**src/rtl/mem_req_arb_pkg.sv**
```systemverilog
// -----------------------------------------------------------------------------
// mem_req_arb_pkg
//   Shared memory-request types, arbiter tag-table constants and small
//   bit-vector helpers used by the memory request arbiter.
//   Ports: none (package).
// -----------------------------------------------------------------------------
package mem_req_arb_pkg;

  localparam int MEM_ID_W         = 4;
  localparam int MEM_ADDR_W       = 32;
  localparam int MEM_DATA_W       = 32;
  localparam int MEM_ARB_NUM_TAGS = 8;
  localparam int MEM_ARB_TAG_BITS = $clog2(MEM_ARB_NUM_TAGS);
  // Wide enough for any practical requester count; stored zero-extended.
  localparam int MEM_ARB_SRC_BITS = 4;

  typedef logic [MEM_ID_W-1:0] t_mem_id;

  typedef struct packed {
    logic                  valid;
    t_mem_id               id;
    logic [MEM_ADDR_W-1:0] addr;
  } t_mem_req_pkt;

  typedef struct packed {
    logic                  valid;
    t_mem_id               id;
    logic [MEM_DATA_W-1:0] data;
  } t_mem_rsp_pkt;

  typedef struct packed {
    logic                        valid;
    logic [MEM_ARB_SRC_BITS-1:0] src;
    t_mem_id                     orig_id;
  } t_arb_tag_ent;

  // Index of the lowest set bit; 0 when no bit is set.
  function automatic int find_first1(input logic [31:0] v);
    int   idx;
    logic found;
    idx   = 0;
    found = 1'b0;
    for (int i = 0; i < 32; i++) begin
      if (!found && v[i]) begin
        idx   = i;
        found = 1'b1;
      end
    end
    return idx;
  endfunction

  // Index of the lowest clear bit.
  function automatic int find_first0(input logic [31:0] v);
    return find_first1(~v);
  endfunction

  // Binary index of a one-hot vector.
  function automatic int oh_encode(input logic [31:0] v);
    int idx;
    idx = 0;
    for (int i = 0; i < 32; i++) begin
      if (v[i]) idx = idx | i;
    end
    return idx;
  endfunction

  // Rotate the low n bits of v left by amt (0 <= amt <= n); upper bits cleared.
  function automatic logic [31:0] rotl(input logic [31:0] v, input int amt, input int n);
    logic [31:0] r;
    r = '0;
    for (int i = 0; i < 32; i++) begin
      if (i < n) r[5'((i + amt) % n)] = v[i];
    end
    return r;
  endfunction

endpackage

```
**src/rtl/mem_req_arb_rr_arb.sv**
```systemverilog
// -----------------------------------------------------------------------------
// mem_req_arb_rr_arb
//   Round-robin picker. Searches rq from the priority pointer upward with
//   wrap; the pointer moves past the winner only when advance is high.
//   Ports:
//     clk, reset : clock, asynchronous active-high reset
//     rq         : request vector
//     advance    : winner accepted this cycle, rotate priority
//     gnt        : one-hot winner (zero when rq is empty)
//     sel        : encoded winner
// -----------------------------------------------------------------------------
module mem_req_arb_rr_arb
  import mem_req_arb_pkg::*;
#(
  parameter  int N  = 2,
  localparam int SW = (N > 1) ? $clog2(N) : 1
) (
  input  logic          clk,
  input  logic          reset,
  input  logic [N-1:0]  rq,
  input  logic          advance,
  output logic [N-1:0]  gnt,
  output logic [SW-1:0] sel
);

  logic [SW-1:0] rr_ptr;
  logic [31:0]   rq_rot;
  logic [31:0]   oh_rot;

  // Rotate so the pointer position becomes bit 0, take the first request,
  // then rotate the one-hot winner back into requester numbering.
  always_comb begin
    rq_rot = rotl(32'(rq), N - int'(rr_ptr), N);
    oh_rot = 32'(1) << find_first1(rq_rot);
    gnt    = (|rq) ? N'(rotl(oh_rot, int'(rr_ptr), N)) : '0;
    sel    = SW'(oh_encode(32'(gnt)));
  end

  always_ff @(posedge clk or posedge reset) begin
    if (reset) begin
      rr_ptr <= '0;
    end else if (advance) begin
      rr_ptr <= (sel == SW'(N - 1)) ? '0 : sel + SW'(1);
    end
  end

endmodule

```
**src/rtl/mem_req_arb.sv**
```systemverilog
// -----------------------------------------------------------------------------
// mem_req_arb
//   Shares one downstream memory request port between NUM_REQ requesters.
//   Accepted requests are renamed to a free downstream tag; the tag table
//   remembers source and original id so responses can be routed back with
//   the original id restored.
//   Ports:
//     clk, reset  : clock, asynchronous active-high reset
//     up_req_pkt  : per-requester request (held while valid and not granted)
//     up_req_gnt  : one-hot same-cycle accept
//     up_rsp_pkt  : per-requester routed response
//     ds_req_pkt  : downstream request, id = allocated tag
//     ds_req_rdy  : downstream accepts this cycle
//     ds_rsp_pkt  : downstream response, id = tag
//     tags_busy   : number of allocated tags
// -----------------------------------------------------------------------------
module mem_req_arb
  import mem_req_arb_pkg::*;
#(
  parameter int NUM_REQ  = 2,
  parameter int NUM_TAGS = 1 << MEM_ARB_TAG_BITS
) (
  input  logic                    clk,
  input  logic                    reset,
  input  t_mem_req_pkt            up_req_pkt [NUM_REQ],
  output logic [NUM_REQ-1:0]      up_req_gnt,
  output t_mem_rsp_pkt            up_rsp_pkt [NUM_REQ],
  output t_mem_req_pkt            ds_req_pkt,
  input  logic                    ds_req_rdy,
  input  t_mem_rsp_pkt            ds_rsp_pkt,
  output logic [$clog2(NUM_TAGS):0] tags_busy
);

  localparam int SW       = (NUM_REQ > 1) ? $clog2(NUM_REQ) : 1;
  localparam int TAG_BITS = $clog2(NUM_TAGS);
  localparam int CW       = TAG_BITS + 1;

  t_arb_tag_ent        tab [NUM_TAGS];
  logic [NUM_TAGS-1:0] tab_vld;
  logic [CW-1:0]       busy_cnt;
  logic [NUM_REQ-1:0]  rq_vld;
  logic [NUM_REQ-1:0]  arb_gnt;
  logic [SW-1:0]       sel;
  logic [TAG_BITS-1:0] free_tag;
  logic [TAG_BITS-1:0] rsp_tag;
  logic                tag_avail;
  logic                accept;
  logic                rsp_hit;
  t_arb_tag_ent        rsp_ent;

  always_comb begin
    for (int r = 0; r < NUM_REQ; r++) rq_vld[r] = up_req_pkt[r].valid;
    for (int t = 0; t < NUM_TAGS; t++) tab_vld[t] = tab[t].valid;
  end

  // Allocation looks only at registered state, so a tag freed this cycle
  // cannot be handed out until the next one.
  assign free_tag  = TAG_BITS'(find_first0(32'(tab_vld)));
  assign tag_avail = ~&tab_vld;

  mem_req_arb_rr_arb #(.N(NUM_REQ)) u_rr_arb (
    .clk     (clk),
    .reset   (reset),
    .rq      (rq_vld),
    .advance (accept),
    .gnt     (arb_gnt),
    .sel     (sel)
  );

  always_comb begin
    ds_req_pkt       = up_req_pkt[sel];
    ds_req_pkt.id    = t_mem_id'(free_tag);
    ds_req_pkt.valid = ~reset & tag_avail & (|rq_vld);
  end

  assign accept     = ds_req_pkt.valid & ds_req_rdy;
  assign up_req_gnt = accept ? arb_gnt : '0;

  // Responses whose tag is out of range or not allocated are dropped.
  assign rsp_tag = ds_rsp_pkt.id[TAG_BITS-1:0];
  assign rsp_ent = tab[rsp_tag];
  assign rsp_hit = ~reset & ds_rsp_pkt.valid & (int'(ds_rsp_pkt.id) < NUM_TAGS) & rsp_ent.valid;

  always_comb begin
    for (int r = 0; r < NUM_REQ; r++) begin
      up_rsp_pkt[r]       = ds_rsp_pkt;
      up_rsp_pkt[r].id    = rsp_ent.orig_id;
      up_rsp_pkt[r].valid = rsp_hit & (rsp_ent.src == MEM_ARB_SRC_BITS'(r));
    end
  end

  // The accepted tag is always free and the released tag always allocated,
  // so both updates can land in the same cycle without colliding.
  always_ff @(posedge clk or posedge reset) begin
    if (reset) begin
      for (int t = 0; t < NUM_TAGS; t++) tab[t].valid <= 1'b0;
      busy_cnt <= '0;
    end else begin
      if (accept) begin
        tab[free_tag] <= '{valid:   1'b1,
                           src:     MEM_ARB_SRC_BITS'(sel),
                           orig_id: up_req_pkt[sel].id};
      end
      if (rsp_hit) tab[rsp_tag].valid <= 1'b0;
      busy_cnt <= busy_cnt + CW'(accept) - CW'(rsp_hit);
    end
  end

  assign tags_busy = busy_cnt;

`ifdef ASSERT
  always @(posedge clk) begin
    if (!reset) begin
      assert (!(ds_rsp_pkt.valid && !rsp_hit))
        else $error("mem_req_arb: response with stale tag %0d", ds_rsp_pkt.id);
      assert ($countones(tab_vld) == int'(busy_cnt))
        else $error("mem_req_arb: busy count %0d disagrees with table", busy_cnt);
    end
  end
`endif

endmodule

```
**config.mk**
```make
export PLATFORM = sky130hd
export DESIGN_NAME = mem_req_arb
export DESIGN_NICKNAME = d
export VERILOG_FILES = /design/src/rtl/mem_req_arb_pkg.sv /design/src/rtl/mem_req_arb_rr_arb.sv /design/src/rtl/mem_req_arb.sv
export SDC_FILE = /design/constraint.sdc
export NUM_CORES = 1
export LEC_CHECK = 0
export BUFFER_PORTS_ARGS = -buffer_cell sky130_fd_sc_hd__clkbuf_2
export CAP_MARGIN = 20
export CORE_UTILIZATION = 50
export DETAILED_ROUTE_END_ITERATION = 8
export GPL_TIMING_DRIVEN = 0
export PLACE_DENSITY_LB_ADDON = 0.12
export SETUP_SLACK_MARGIN = 0.5
export SLEW_MARGIN = 0
export SYNTH_ARGS = -nofsm -noshare
export SYNTH_HDL_FRONTEND = slang
export SYNTH_HIERARCHICAL = 1
export SYNTH_SLANG_ARGS = --single-unit
```
**constraint.sdc**
```tcl
create_clock -name clk -period 5.25 [get_ports clk]
set_input_delay 1.05 -clock clk [delete_from_list [all_inputs] [get_ports clk]]
set_output_delay 1.05 -clock clk [all_outputs]
set_load 0.1 [all_outputs]
```
* Word level (Yosys, flattened, before mapping) *
Cells that the tools add are included.

word-level totals
  logic and storage cells = 352
  output and inout port bits = 117
  register bits after elaboration = 77
  bits of input ports = 114

operators by class
  equality and inequality tests = 1
  $lt $le $gt $ge = 14
  $add $sub $neg = 6
  shifts and indexed selects = 1
  bitwise operators = 18
  muxes and demuxes = 152
  reduce and logical (&&, ||, !) cells = 134

operator list
  cell                                                                           count
  32-bit 2-to-1 mux                                                              30
  72-bit bitwise mux                                                             2
  72-bit 2-to-1 mux                                                              2
  36-bit 2-to-1 mux                                                              3
  3-bit 2-to-1 mux                                                               30
  1-bit 2-to-1 mux                                                               70
  1-bit logical AND                                                              68
  32-bit bitwise mux                                                             2
  1-bit logical NOT                                                              63
  9-bit demux with 3-bit select                                                  2
  9-bit 2-to-1 mux                                                               4
  2-bit by 32-bit adder with 32-bit output (first input constant)                1
  32-bit by 2-bit AND with 32-bit output                                         1
  32-bit AND                                                                     1
  8-bit NOT with 32-bit output                                                   1
  1-bit by 32-bit left shift with 2-bit output (first input constant)            1
  9-bit binary-select mux with 3-bit select                                      1
  2-bit by 7-bit less-than comparator with 1-bit output (second input constant)  3
  1-bit AND                                                                      10
  4-bit greater-or-equal comparator (second input constant)                      2
  4-bit by 1-bit less-than comparator with 1-bit output (second input constant)  2
  3-bit NOT with 4-bit output                                                    2
  8-bit AND reduction                                                            1
  1-bit demux with 2-bit select                                                  3
  18 further kinds                                                               21

* Logic depth before layout (Yosys ltp) *
  depth after elaboration = 115
  mapped depth = 12
  gate-level depth less buffers = 10

* Cells and area by module *
The synthesis kept the hierarchy.

modules (own cells, without submodules)
  module              instances  seq. area each (um^2)  cells each  area each (um^2)
  mem_req_arb         1          2222.1                 374         4466.8
  mem_req_arb_rr_arb  1          25.0                   8           67.6

* Worst setup path before layout *
Ideal clock, no wire load.

  path kind = input-to-output
  start point = in ds_rsp_pkt[34] (netlist name)
  end point = out up_rsp_pkt[36] (netlist name)
  data required time = 4200 ps
  cell stages on the path = 6
  path buffers = 2
  slack = -865 ps
  arrival time = 5065 ps
  path through = buf_2 -> buf_6 -> or3_1 -> o311ai_0 -> nand4_1 -> nor4b_1

RTL lines
  item             RTL line           RTL
  start, declared  mem_req_arb.sv:30  input t_mem_rsp_pkt ds_rsp_pkt,
  end, declared    mem_req_arb.sv:27  output t_mem_rsp_pkt up_rsp_pkt [NUM_REQ],

==> impl_metrics.csv <==
group,metric,value,unit
synth,synth_edf_count,64,
synth,avgSynthCellArea,11.87,sq um
timing,fmax,0.2342,GHz
layout,final_net_count,709,
layout,fin_area,0.005874,sq mm
grt,antenna_found_initial,1,
layout,nFillCells,718,
clocking,clock_latency,0.37,ns
layout,area_delta_synth_final,29.55,%
clocking,clk_pin_slew,0.08,ns
synth,async_reset_ff_share,16.88,%
critical_path,critical_path_required,4.20,ns
layout,multiInputGateArea,0.001627,sq mm
grt,grt_pass1_wl,18.54,mm
floorplan,dieHeight,97.23,microns
drt,drt_iter0_markers,239,
critical_path,cp_slowest_cell,"clkbuf_1",
critical_path,critPathArrivalTime,3.22,ns
layout,drive_gt1_share,58.99,%
grt,grtUsageMet2,42.36,%
floorplan,start_util,51.74,%
clocking,ctsHoldBuffers,0,
critical_path,crit_family,"buffers and inverters",
critical_path,crit_fanout,10,
layout,ff_latch_area,0.002247,sq mm
drt,drc,0,
synth,yosysSeqAreaShare,49.56,%
drt,firstDrtPassIters,4,
placement,port_buffers,196,
timing,finalCritPeriodShare,81.33,%
timing,maxSlewViolCount,0,
timing,fin_tns_setup,0,ns
power_and_ir_drop,peakVddDrop,0.3961,mV
layout,instances_no_fill,704,
run,drv_cap,0,
synth,yosysUniqueCellTypes,64,
timing,rsz0062_at_grt,"no",
floorplan,core_area,0.008763,sq mm
placement,hpwl,9.148,mm
drt,via_per_inst,5.223,
drt,antenna_left,0,
grt,use_met3,6.691,%
critical_path,start_kind,"primary input",
clocking,clock_sinks,77,
synth,syn_inst,382,
critical_path,crit_chain,"clkbuf_2 -> buf_2 -> buf_6 -> clkbuf_1 -> mux4_2 -> mux2_2 -> buf_4 -> clkbuf_2",
worst_hold_path,min_path_type,"register to register",
clocking,cts_buffers,9,
grt,grt_use_met1,31.06,%
outcome,status,"completed",
timing,slew_headroom,23.70,%
timing,timing.final.hold_violations,0,
critical_path,critPathKind,"primary input to primary output",
grt,gr-total-overflow,0,
floorplan,die_area,0.009454,sq mm
placement,placed_cells,687,
drt,wire_per_inst,16.89,microns
synth,ys_seq_elements,77,
power_and_ir_drop,pwr_density_cell,432.9,mW/mm^2
timing,worstMarginPinSlew,1.136,ns
grt,grt_pass1_vias,3707,
grt,grt_max_degree,25,
clocking,cts_resized,0,
synth,synth_nets,501,
critical_path,end_kind,"primary output",
clocking,root_buffer,"clkbuf_8",
grt,grt_usage,25.40,%
critical_path,cp_slowest_stage_delay,0.49,ns
clocking,cts_tree,"yes",
placement,place_area,0.005685,sq mm
clocking,htree_levels,3,
timing,fin_skew,0.01457,ns
drt,wl,11.89,mm
clocking,max-clock-path-buffers,2,
placement,gp_congestion,0.8555,
floorplan,std_cell_rows,34,
floorplan,pin_count,231,
critical_path,critPathBufInv,6,
critical_path,cp_common_cell,"clkbuf_2",
synth,synth_area,0.004534,sq mm
grt,busiest_layer,"met2",
floorplan,die_x,97.23,microns
drt,num_vias,3677,
synth,synthFlopType,"edfxtp_1",
timing,setup_viol,0,
timing,period_needed,4.270,ns
synth,yosys_warnings,6,
clocking,post_cts_buffers,0,
power_and_ir_drop,leakage,2.713,nW
synth_stat cells (2+ instances only):
| master | number | area (sq um) |
|---|---|---|
| o221ai_1 | 2 | 17.52 |
| nor4b_1 | 2 | 17.52 |
| a221o_1 | 4 | 40.04 |
| inv_2 | 2 | 7.510 |
| dfrtp_1 | 13 | 325.3 |
| o32a_1 | 2 | 20.02 |
| nor2_1 | 19 | 71.32 |
| edfxtp_1 | 64 | 1922 |
| nand4bb_1 | 2 | 22.52 |
| nor2b_1 | 14 | 87.58 |
| mux2i_1 | 6 | 60.06 |
| a22oi_1 | 3 | 22.52 |
| nand3_1 | 3 | 15.01 |
| mux4_2 | 2 | 45.04 |
| ha_1 | 4 | 50.05 |
| mux2_2 | 40 | 450.4 |
| a211o_1 | 2 | 17.52 |
| nor3_1 | 4 | 20.02 |
| a21boi_0 | 3 | 22.52 |
| inv_1 | 13 | 48.80 |
| a21oi_1 | 11 | 55.05 |
| xnor2_1 | 2 | 17.52 |
| buf_6 | 3 | 33.78 |
| buf_4 | 72 | 540.5 |
| nand2b_1 | 4 | 25.02 |
| o211ai_1 | 2 | 15.01 |
| nand4_1 | 3 | 18.77 |
| buf_2 | 6 | 30.03 |
| nor3b_1 | 4 | 30.03 |
| or3_1 | 2 | 12.51 |
| buf_1 | 3 | 11.26 |
| clkbuf_1 | 3 | 11.26 |
| a31oi_1 | 5 | 31.28 |
| and2_1 | 16 | 100.1 |
| nand2_1 | 8 | 30.03 |
| o21ai_0 | 6 | 30.03 |
report_power, final:
group	total [mW]	internal, mW	leakage (nW)	switching (mW)
Combinational	1.30	0.291	1.90	1.01
Sequential	0.808	0.759	0.723	0.0485
Clock	0.432	0.182	0.0932	0.250
Total	2.54	1.23	2.71	1.31
placed cells by master, fill, tap and decap left out, types with 6 or more instances in the layout:
cell type,synthesis,layout
and2_1,16,16
nor2_1,19,19
o21ai_0,6,6
clkbuf_8,0,9
a21oi_1,11,11
nor2b_1,14,14
edfxtp_1,64,64
buf_4,72,73
dfrtp_1,13,13
clkbuf_2,1,197
mux2_2,40,40
mux2i_1,6,6
inv_1,13,13
nand2_1,8,8
buf_2,6,6
path summary, 6_finish.rpt:
check	cells after the start	slack, ns	to	startpoint
worst max-delay path	8	0.98	up_rsp_pkt[71]	ds_rsp_pkt[34]
worst max register to register	10	2.47	tags_busy[2]	tab[53]
worst min-delay path	1	0.51	tags_busy[0]	tags_busy[0]
max in group asynchronous	2	4.19	tags_busy[1]	reset
worst min register to register	1	0.51	tags_busy[0]	tags_busy[0]
min in group asynchronous	2	0.54	u_rr_arb/rr_ptr	reset
logic make-up after synthesis:
family / count (synthesis) / synth area share [%]
AO/OA/AOI/OAI: 54 / 8.748
XOR/XNOR: 3 / 0.5796
adder cells (fa/ha/maj): 5 / 1.545
buffers and inverters: 103 / 15.18
flip-flops: 77 / 49.56
multiplexers: 49 / 12.58
other: 1 / 0.08270
AND/OR/NAND/NOR: 90 / 11.73
per-layer routing:
metal	up-vias	wire length, microns
met5	-	0
met3	28	1053
met1	1726	4475
met4	0	374
li1	1726	-
met2	197	5985
final cells by class:
type,count,share of cell area (%)
Multi-Input combinational cell,202,27.69
Clock buffer,9,2.109
Buffer,88,10.76
Tap cell,108,2.300
Inverter,15,0.9585
Timing Repair Buffer,197,16.83
Antenna cell,1,0.04260
Clock inverter,7,1.065
Sequential cell,77,38.25
stage by stage:
step / total power [mW] / setup WS [ns] / hold slack [ns] / util, %
6_report: 2.543 / 0.9800 / 0.5076 / 67.03
5_1_grt: 2.633 / 0.8952 / 0.5284 / 67.03
4_1_cts: 2.542 / 1.019 / 0.5150 / 67.00
3_5_place_dp: 2.122 / 1.017 / 0.4966 / 64.88
3_3_place_gp: 2.098 / 1.034 / 0.4951 / 64.79
2_1_floorplan: 1.901 / 0.4798 / 0.5145 / -
(Power assumes the default switching activity.)
